## src/rtl/note_sequencer_ctrl.sv

```systemverilog
// note_sequencer_ctrl: steps a programmable {note, duration} table through the
// note player. Durations are counted in external tick pulses.
// Optional: define NOTE_SEQ_GAP_EN to insert a one-tick silence (GAP) after
// every note; without it notes play back to back.
module note_sequencer_ctrl #(
  parameter  int SEQ_LEN = 8,
  parameter  int NOTE_W  = 3,
  parameter  int DUR_W   = 8,
  localparam int PW      = $clog2(SEQ_LEN),
  localparam int LW      = PW + 1
) (
  input  logic              clk,
  input  logic              rst,
  input  logic              tick,
  input  logic              start,
  input  logic              stop,
  input  logic              loop,
  input  logic [LW-1:0]     seq_len,
  input  logic              wr_en,
  input  logic [PW-1:0]     wr_addr,
  input  logic [NOTE_W-1:0] wr_note,
  input  logic [DUR_W-1:0]  wr_dur,
  output logic [NOTE_W-1:0] note_sel,
  output logic              player_en,
  output logic              busy,
  output logic              done,
  output logic [3:0]        state
);

  typedef enum logic [3:0] {
    S_IDLE = 4'b0000,
    S_LOAD = 4'b1000,
    S_PLAY = 4'b0100,
    S_GAP  = 4'b0010,
    S_DONE = 4'b0001
  } state_t;

  state_t            cur_state, nxt_state, adv_state;
  logic [NOTE_W-1:0] note_tab [SEQ_LEN];
  logic [DUR_W-1:0]  dur_tab  [SEQ_LEN];
  logic [PW-1:0]     ptr, ptr_nxt, adv_ptr;
  logic [LW-1:0]     len_r, len_nxt;
  logic              loop_r, loop_nxt;
  logic [DUR_W-1:0]  dur_cnt, cnt_nxt;
  logic [NOTE_W-1:0] note_nxt;
  logic              last;

  assign state     = cur_state;
  assign player_en = (cur_state == S_PLAY);
  assign busy      = (cur_state != S_IDLE);
  assign done      = (cur_state == S_DONE);

  // Table is only writable while idle so a running melody never changes under us.
  always_ff @(posedge clk or posedge rst) begin
    if (rst) begin
      for (int i = 0; i < SEQ_LEN; i++) begin
        note_tab[i] <= '0;
        dur_tab[i]  <= '0;
      end
    end else if (wr_en && cur_state == S_IDLE) begin
      note_tab[wr_addr] <= wr_note;
      dur_tab[wr_addr]  <= wr_dur;
    end
  end

  // Advance rule: wrap when looping, finish on the last entry, else next entry.
  assign last = ({1'b0, ptr} == (len_r - LW'(1)));

  always_comb begin
    adv_state = S_LOAD;
    adv_ptr   = ptr + PW'(1);
    if (last) begin
      if (loop_r) begin
        adv_ptr = '0;
      end else begin
        adv_state = S_DONE;
        adv_ptr   = ptr;
      end
    end
  end

  // Next-state and datapath next values; stop overrides everything when busy.
  always_comb begin
    nxt_state = cur_state;
    ptr_nxt   = ptr;
    len_nxt   = len_r;
    loop_nxt  = loop_r;
    cnt_nxt   = dur_cnt;
    note_nxt  = note_sel;
    case (cur_state)
      S_IDLE: begin
        if (start && seq_len != '0) begin
          nxt_state = S_LOAD;
          ptr_nxt   = '0;
          len_nxt   = (seq_len > LW'(SEQ_LEN)) ? LW'(SEQ_LEN) : seq_len;
          loop_nxt  = loop;
        end
      end
      S_LOAD: begin
        if (dur_tab[ptr] != '0) begin
          note_nxt  = note_tab[ptr];
          cnt_nxt   = dur_tab[ptr];
          nxt_state = S_PLAY;
        end else begin
          // zero-duration entries are skipped without touching note_sel
          nxt_state = adv_state;
          ptr_nxt   = adv_ptr;
        end
      end
      S_PLAY: begin
        if (tick) begin
          cnt_nxt = dur_cnt - DUR_W'(1);
          if (dur_cnt == DUR_W'(1)) begin
`ifdef NOTE_SEQ_GAP_EN
            nxt_state = S_GAP;
`else
            nxt_state = adv_state;
            ptr_nxt   = adv_ptr;
`endif
          end
        end
      end
      S_GAP: begin
`ifdef NOTE_SEQ_GAP_EN
        if (tick) begin
          nxt_state = adv_state;
          ptr_nxt   = adv_ptr;
        end
`else
        nxt_state = S_IDLE;
`endif
      end
      S_DONE:  nxt_state = S_IDLE;
      default: nxt_state = S_IDLE;
    endcase
    if (stop && cur_state != S_IDLE) nxt_state = S_IDLE;
  end

  // State and datapath registers.
  always_ff @(posedge clk or posedge rst) begin
    if (rst) begin
      cur_state <= S_IDLE;
      ptr       <= '0;
      len_r     <= '0;
      loop_r    <= 1'b0;
      dur_cnt   <= '0;
      note_sel  <= '0;
    end else begin
      cur_state <= nxt_state;
      ptr       <= ptr_nxt;
      len_r     <= len_nxt;
      loop_r    <= loop_nxt;
      dur_cnt   <= cnt_nxt;
      note_sel  <= note_nxt;
    end
  end

endmodule

```

## config.mk

```make
export PLATFORM = sky130hd
export DESIGN_NAME = note_sequencer_ctrl
export DESIGN_NICKNAME = d
export VERILOG_FILES = /design/src/rtl/note_sequencer_ctrl.sv
export SDC_FILE = /design/constraint.sdc
export NUM_CORES = 1
export LEC_CHECK = 0
export CAP_MARGIN = 0
export CORE_ASPECT_RATIO = 1.1
export CORE_MARGIN = 3
export CORE_UTILIZATION = 55
export CTS_BUF_LIST = sky130_fd_sc_hd__clkbuf_8
export DETAILED_ROUTE_END_ITERATION = 8
export PLACE_DENSITY = 0.78
export SLEW_MARGIN = 25
export SYNTH_ARGS = -nofsm -noshare
export SYNTH_HDL_FRONTEND = slang
export SYNTH_SLANG_ARGS = --single-unit
```

## constraint.sdc

```tcl
create_clock -name clk -period 3.4 [get_ports clk]
set_input_delay 0.68 -clock clk [delete_from_list [all_inputs] [get_ports clk]]
set_output_delay 0.68 -clock clk [all_outputs]
set_load 0.03 [all_outputs]
```

==> summary.txt, run 1 <==
Outcome: complete, no violations
Worst Path Arrival: 3.34 ns
Placer Congestion: 0.8990
Clk_lat worst skew: 0.38 ns
Max Root-Sink Buffers: 2
Xor/xnor share of the synthesized area: 0.004863
Initial DRC Count: 222
CTS tree: yes
Clk_skew: 0.01295 ns
Final HPWL DP: 8008 µm
Fill count: 709
Routed WL per cell: 19.92 µm
Largest net degree at the start of global routing: 53
Height of the die: 110.0 µm
Rel. slew slack: 0.4791
Full die area: 11050 µm²
Initial antenna violation count: 0
Clock buffer count from CTS: 9
Via count: 3497
Worst hold-check path type: reg2reg
Total Wirelength: 11130 µm
Largest cells by area after synthesis: dfrtp_1 51%, mux2_2 20%, mux4_2 7.9%
Worst-margin pin slew: 0.7813 ns
TritonRoute pass-1 iters: 4
Post-DRT Antenna Nets: 0
Setup ws final: 0.3212 ns
Initial core utilization: 0.5721
Layout area overhead: 13.27%
CP Max Fanout: 21
Final setup viols: 0
Syn nets: 430
Post-synth top flop: dfrtp_1
Total negative slack: 0 ns
Synth cell types: 47
Row count: 37
Max Clock Freq: 324.8 MHz
Pleak: 0.002500 µW
Largest family of logic cells by synthesized area: multiplexers
Avg Vias per Cell: 6.256
Worst VDD drop: 342.8 µV
Final net count: 466
Total power: 5327 µW
Commonest cells post-synth: 110 x dfrtp_1, 96 x mux2_2, 19 x mux4_2, 16 x nor2_1, 14 x clkbuf_1
YS warnings: 0
Seq/Total Area, Yosys: 0.5095
Mux contribution to synthesized area: 0.3001
WS Path Type: reg2reg
Share of the synthesized area in the top cell type: 0.5095
Cell taking the most area after synthesis: dfrtp_1
Share of layout cells above drive strength 1: 0.3507
Post-Synth Adder-Cell Area: 0.01112
Compound-gate portion of the synthesized area: 0.05512
Htree depth: 3
Total GRT Usage: 0.2177
Setup Slack @ Placement: 0.3918 ns
Global-route wire length before repair: 18310 µm
CTS sink count: 110
Clock transition at path regs: 0.10 ns
Final min period: 3.079 ns
Post-synth EDFFs: 0
Critical Path RT: 3.66 ns
Critical Path Start Type: register
Width of the die: 100.5 µm
Post-Synthesis Cells: 401
Mean area per synthesized cell: 13.47 µm²
Final Max Slew Viols: 0
Pwr dens: 870.5 nW/µm²
CTS root buf: clkbuf_8
GR Overflow Total: 0
Fraction of registers with async set/reset: 1.000
Max-cap viol count: 0
Residual DRC count: 0
Core Box Area: 9444 µm²
Tcrit/Tclk final: 0.9055
RSZ-0062 raised after global routing: no
Post-CTS Setup Bufs: 0
CP Capture Type: register
Synth Register Bits: 110
Final Hold Viols: 0
Hold_buf cts: 0
# port buffers: 33
Post-cts resize count: 0
Hold Worst Slack: 0.5073 ns
Top-count cell post-synth: dfrtp_1
Mapped cell area: 5403 µm²
Post-Synth Simple-Gate Area: 0.09264
Vias in the first global route: 3554
# IOs: 35
Ant diodes: 0
-- flip-flops by register name, summed over array words and instances (netlist names) --
name and count:
dur_cnt 8, dur_tab 64, len_r 4, loop_r 1, note_sel 3, note_tab 24, ptr 3, state 3
-- worst paths after layout --
check	start	end	slack, ns	depth (start not counted)
hold reg to reg	dur_tab[6]$_DFFE_PP0P_	dur_tab[6]$_DFFE_PP0P_	0.51	1
hold / removal	dur_tab[6]$_DFFE_PP0P_	dur_tab[6]$_DFFE_PP0P_	0.51	1
min in group asynchronous	rst	dur_tab[24]$_DFFE_PP0P_	0.72	2
setup / recovery	ptr[2]$_DFFE_PP0P_	ptr[2]$_DFFE_PP0P_	0.32	8
setup reg to reg	ptr[2]$_DFFE_PP0P_	ptr[2]$_DFFE_PP0P_	0.32	8
max in group asynchronous	rst	note_tab[3]$_DFFE_PP0P_	2.04	3
-- metal layers --
metal  GRT usage  routed length (µm)
met2      0.3561                5417
met1      0.2940                5006
met3     0.04442                 518
met4     0.07026                 191
met5           0                   0
-- worst max-delay path, cell delays in order (launching register included) --
cell	delay, ns
dfrtp_1	0.86
buf_4	0.27
nand2b_1	0.06
nor4_1	0.29
nor4_1	0.13
nor4_2	0.38
a21boi_2	0.17
or4_1	0.55
a22o_1	0.25
-- placed cells by master (no fill, tap or decap), types with 5 or more instances in the layout --
cell type | netlist | routed
mux4_2 | 19 | 19
nand2b_1 | 6 | 6
o21ai_0 | 7 | 7
nand3b_1 | 6 | 6
mux2i_1 | 6 | 6
a21oi_1 | 13 | 13
clkbuf_8 | 0 | 9
nor3_1 | 12 | 11
inv_1 | 10 | 10
clkdlybuf4s50_1 | 0 | 33
nor4_1 | 5 | 5
dfrtp_1 | 110 | 110
nand2_1 | 10 | 10
mux2_2 | 96 | 96
buf_4 | 1 | 11
or4_1 | 5 | 5
nor2_1 | 16 | 16
-- where the power goes --
| group | internal [µW] | switching (µW) | leakage (µW) |
|---|---|---|---|
| sequential | 1950 | 482 | 0.00133 |
| combinational | 1180 | 913 | 0.00107 |
| clock | 345 | 454 | 0.0000990 |
-- layout make-up --
class | instances | area, µm² | area share
Clock buffer | 9 | 123.9 | 0.02024
Timing Repair Buffer | 46 | 452.9 | 0.07401
Sequential cell | 110 | 2753 | 0.4498
Clock inverter | 7 | 73.82 | 0.01206
Inverter | 11 | 45.04 | 0.007360
Multi-Input combinational cell | 259 | 2525 | 0.4126
Tap cell | 117 | 146.4 | 0.02392
-- kinds of logic after synthesis --
logic type | after synthesis
compound gates | 42
xor+xnor | 3
fa+ha+maj | 5
buf+inv | 32
flops | 110
mux | 123
other cells | 1
simple gates | 85
-- per-stage QoR --
stage | util | area, µm² | instances
3_3_place_gp | 0.6271 | 5922 | 543
2_1_floorplan | - | 5406 | 401
5_1_grt | 0.6480 | 6120 | 559
4_1_cts | 0.6480 | 6120 | 559
3_5_place_dp | 0.6271 | 5922 | 543
6_report | 0.6480 | 6120 | 559
(Power assumes the default switching activity.)
==> inputs of run 2 (changes only) <==
CORE_MARGIN = 2   (was 3)
CTS_CLUSTER_SIZE = 20   (was default)
RECOVER_POWER = 25   (was default)
==> summary.txt, run 2 (same netlist as run 1, synthesis figures left out) <==
Net Switching: 1889 µW (was 1848 µW)
Most common cell after layout, fill and taps aside: dfrtp_1 (unchanged)
# port buffers: 33 (unchanged)
Rel. slew slack: -0.1248 (was 0.4791)
RSZ-0062 raised after global routing: no (unchanged)
Post-cts resize count: 0 (unchanged)
Slowest CP cell: dfrtp_1 (unchanged)
Pleak: 0.002505 µW (was 0.002500 µW)
Final Hold Viols: 0 (unchanged)
Total GRT Usage: 0.2299 (was 0.2177)
TritonRoute pass-1 iters: 4 (unchanged)
Htree depth: 3 (unchanged)
Layout area overhead: 13.13% (was 13.27%)
Initial core utilization: 0.5721 (unchanged)
Share of layout cells above drive strength 1: 0.3521 (was 0.3507)
Clk_skew: 0.007867 ns (was 0.01295 ns)
Clock transition at path regs: 0.11 ns (was 0.10 ns)
Critical path cell sequence: or4_1, nor2_1, nor4b_1, nor4_2, a21boi_2, or4_1, a22o_1 (was buf_4, nand2b_1, nor4_1, nor4_1, nor4_2, a21boi_2, or4_1, a22o_1)
Largest net degree at the start of global routing: 46 (was 53)
Worst hold-check path type: reg2reg (unchanged)
Height of the die: 108.0 µm (was 110.0 µm)
CTS sink count: 110 (unchanged)
Core Box Area: 9444 µm² (unchanged)
Largest regs: dur_tab (64), note_tab (24), dur_cnt (8) (unchanged)
Biggest register: dur_tab (unchanged)
GR Overflow Total: 0 (unchanged)
Avg Vias per Cell: 6.179 (was 6.256)
Critical Path Max Stage Delay: 0.69 ns (was 0.86 ns)
Residual DRC count: 0 (unchanged)
Logic gate share of total power: 0.390 (was 0.393)
Net Sw Frac: 0.3515 (was 0.3469)
Final min period: 3.016 ns (was 3.079 ns)
Post-DRT Antenna Nets: 0 (unchanged)
Pint: 3487 µW (was 3479 µW)
Pwr dens: 879.6 nW/µm² (was 870.5 nW/µm²)
Width of the die: 98.50 µm (was 100.5 µm)
Final Max Slew Viols: 36 (was 0)
Final setup viols: 0 (unchanged)
Worst VDD drop: 396.0 µV (was 342.8 µV)
Post-CTS Setup Bufs: 0 (unchanged)
Placer Congestion: 0.9085 (was 0.8990)
Max reg flops: 64 (unchanged)
Total power: 5376 µW (was 5327 µW)
CP Max Fanout: 21 (unchanged)
Clock network power share: 0.153 (was 0.150)
Critical Path RT: 3.67 ns (was 3.66 ns)
Top cell by count, worst path: or4_1 (was nor4_1)
Global-route wire length before repair: 18890 µm (was 18310 µm)
Worst-margin pin slew: 1.678 ns (was 0.7813 ns)
Routed WL per cell: 20.57 µm (was 19.92 µm)
Max-cap viol count: 1 (was 0)
Final HPWL DP: 8183 µm (was 8008 µm)
Outcome: complete, but fails checks (was complete, no violations)
Via count: 3460 (was 3497)
CP Capture Type: register (unchanged)
Max Clock Freq: 331.6 MHz (was 324.8 MHz)
Initial antenna violation count: 0 (unchanged)
Most frequent cells in the layout: 110 x dfrtp_1, 96 x mux2_2, 32 x clkdlybuf4s50_1 (was 110 x dfrtp_1, 96 x mux2_2, 33 x clkdlybuf4s50_1)
# IOs: 35 (unchanged)
Vias in the first global route: 3730 (was 3554)
WS Path Type: reg2reg (unchanged)
Total Wirelength: 11520 µm (was 11130 µm)
Final net count: 467 (was 466)
CTS root buf: clkbuf_8 (unchanged)
Total negative slack: 0 ns (unchanged)
Clock buffer count from CTS: 9 (unchanged)
Sequential group share of total power: 0.458 (was 0.457)
Tcrit/Tclk final: 0.8870 (was 0.9055)
Critical Path Start Type: register (unchanged)
CTS tree: yes (unchanged)
Row count: 37 (unchanged)
Full die area: 10630 µm² (was 11050 µm²)
Clk_lat worst skew: 0.38 ns (about the same)
Max Root-Sink Buffers: 2 (unchanged)
Initial DRC Count: 202 (was 222)
Worst Path Arrival: 3.29 ns (was 3.34 ns)
Hold_buf cts: 0 (unchanged)
Failing checks: max-capacitance violations, max-slew violations
Ant diodes: 0 (unchanged)
run 2: final timing paths:
kind | startpoint | to | slack [ns] | depth (start not counted)
setup / recovery | ptr[2]$_DFFE_PP0P_ | ptr[2]$_DFFE_PP0P_ | 0.38 | 7
hold / removal | dur_tab[52]$_DFFE_PP0P_ | dur_tab[52]$_DFFE_PP0P_ | 0.51 | 1
setup reg to reg | ptr[2]$_DFFE_PP0P_ | ptr[2]$_DFFE_PP0P_ | 0.38 | 7
hold reg to reg | dur_tab[52]$_DFFE_PP0P_ | dur_tab[52]$_DFFE_PP0P_ | 0.51 | 1
max in group asynchronous | rst | dur_tab[50]$_DFFE_PP0P_ | 0.80 | 3
min in group asynchronous | rst | dur_tab[16]$_DFFE_PP0P_ | 1.16 | 2
run 2: per-layer routing:
metal	GRT usage	routed length, µm
met2	0.3683	5550
met4	0.1096	284
met5	0	0
met3	0.03685	550
met1	0.3112	5136
run 2: cell type report:
type,count,area [µm²]
Clock buffer,9,123.9
Clock inverter,7,81.33
Fill cell,707,3332
Inverter,11,42.54
Multi-Input combinational cell,259,2520
Sequential cell,110,2753
Tap cell,117,146.4
Timing Repair Buffer,47,445.4
run 2: power by group through the flow:
stage	Sequential [µW]	Clock [µW]	Combinational (µW)
finish	2460	820	2090
global route	2540	885	2270
CTS	2450	830	2110
detailed placement	2480	0	2100
global placement	2450	0	2020
floorplan	2310	0	1640
run 2: critical path, delay by kind of cell, from the launching register on:
family / cells / cell delay [ns]
flops: 1 / 0.69
compound gates: 2 / 0.41
simple gates: 5 / 1.82
run 2: metrics by stage:
step                worst slack [ns]  std cells  hold slack, ns  utilization  cell area [µm²]
finish                        0.3843        560          0.5125       0.6472             6112
global route                  0.1011        560          0.5212       0.6472             6112
CTS                           0.3676        560          0.5128       0.6490             6130
detailed placement            0.3987        544          0.4914       0.6273             5924
global placement              0.4568        544          0.4829       0.6273             5924
floorplan                     0.6726        401          0.4701            -             5406
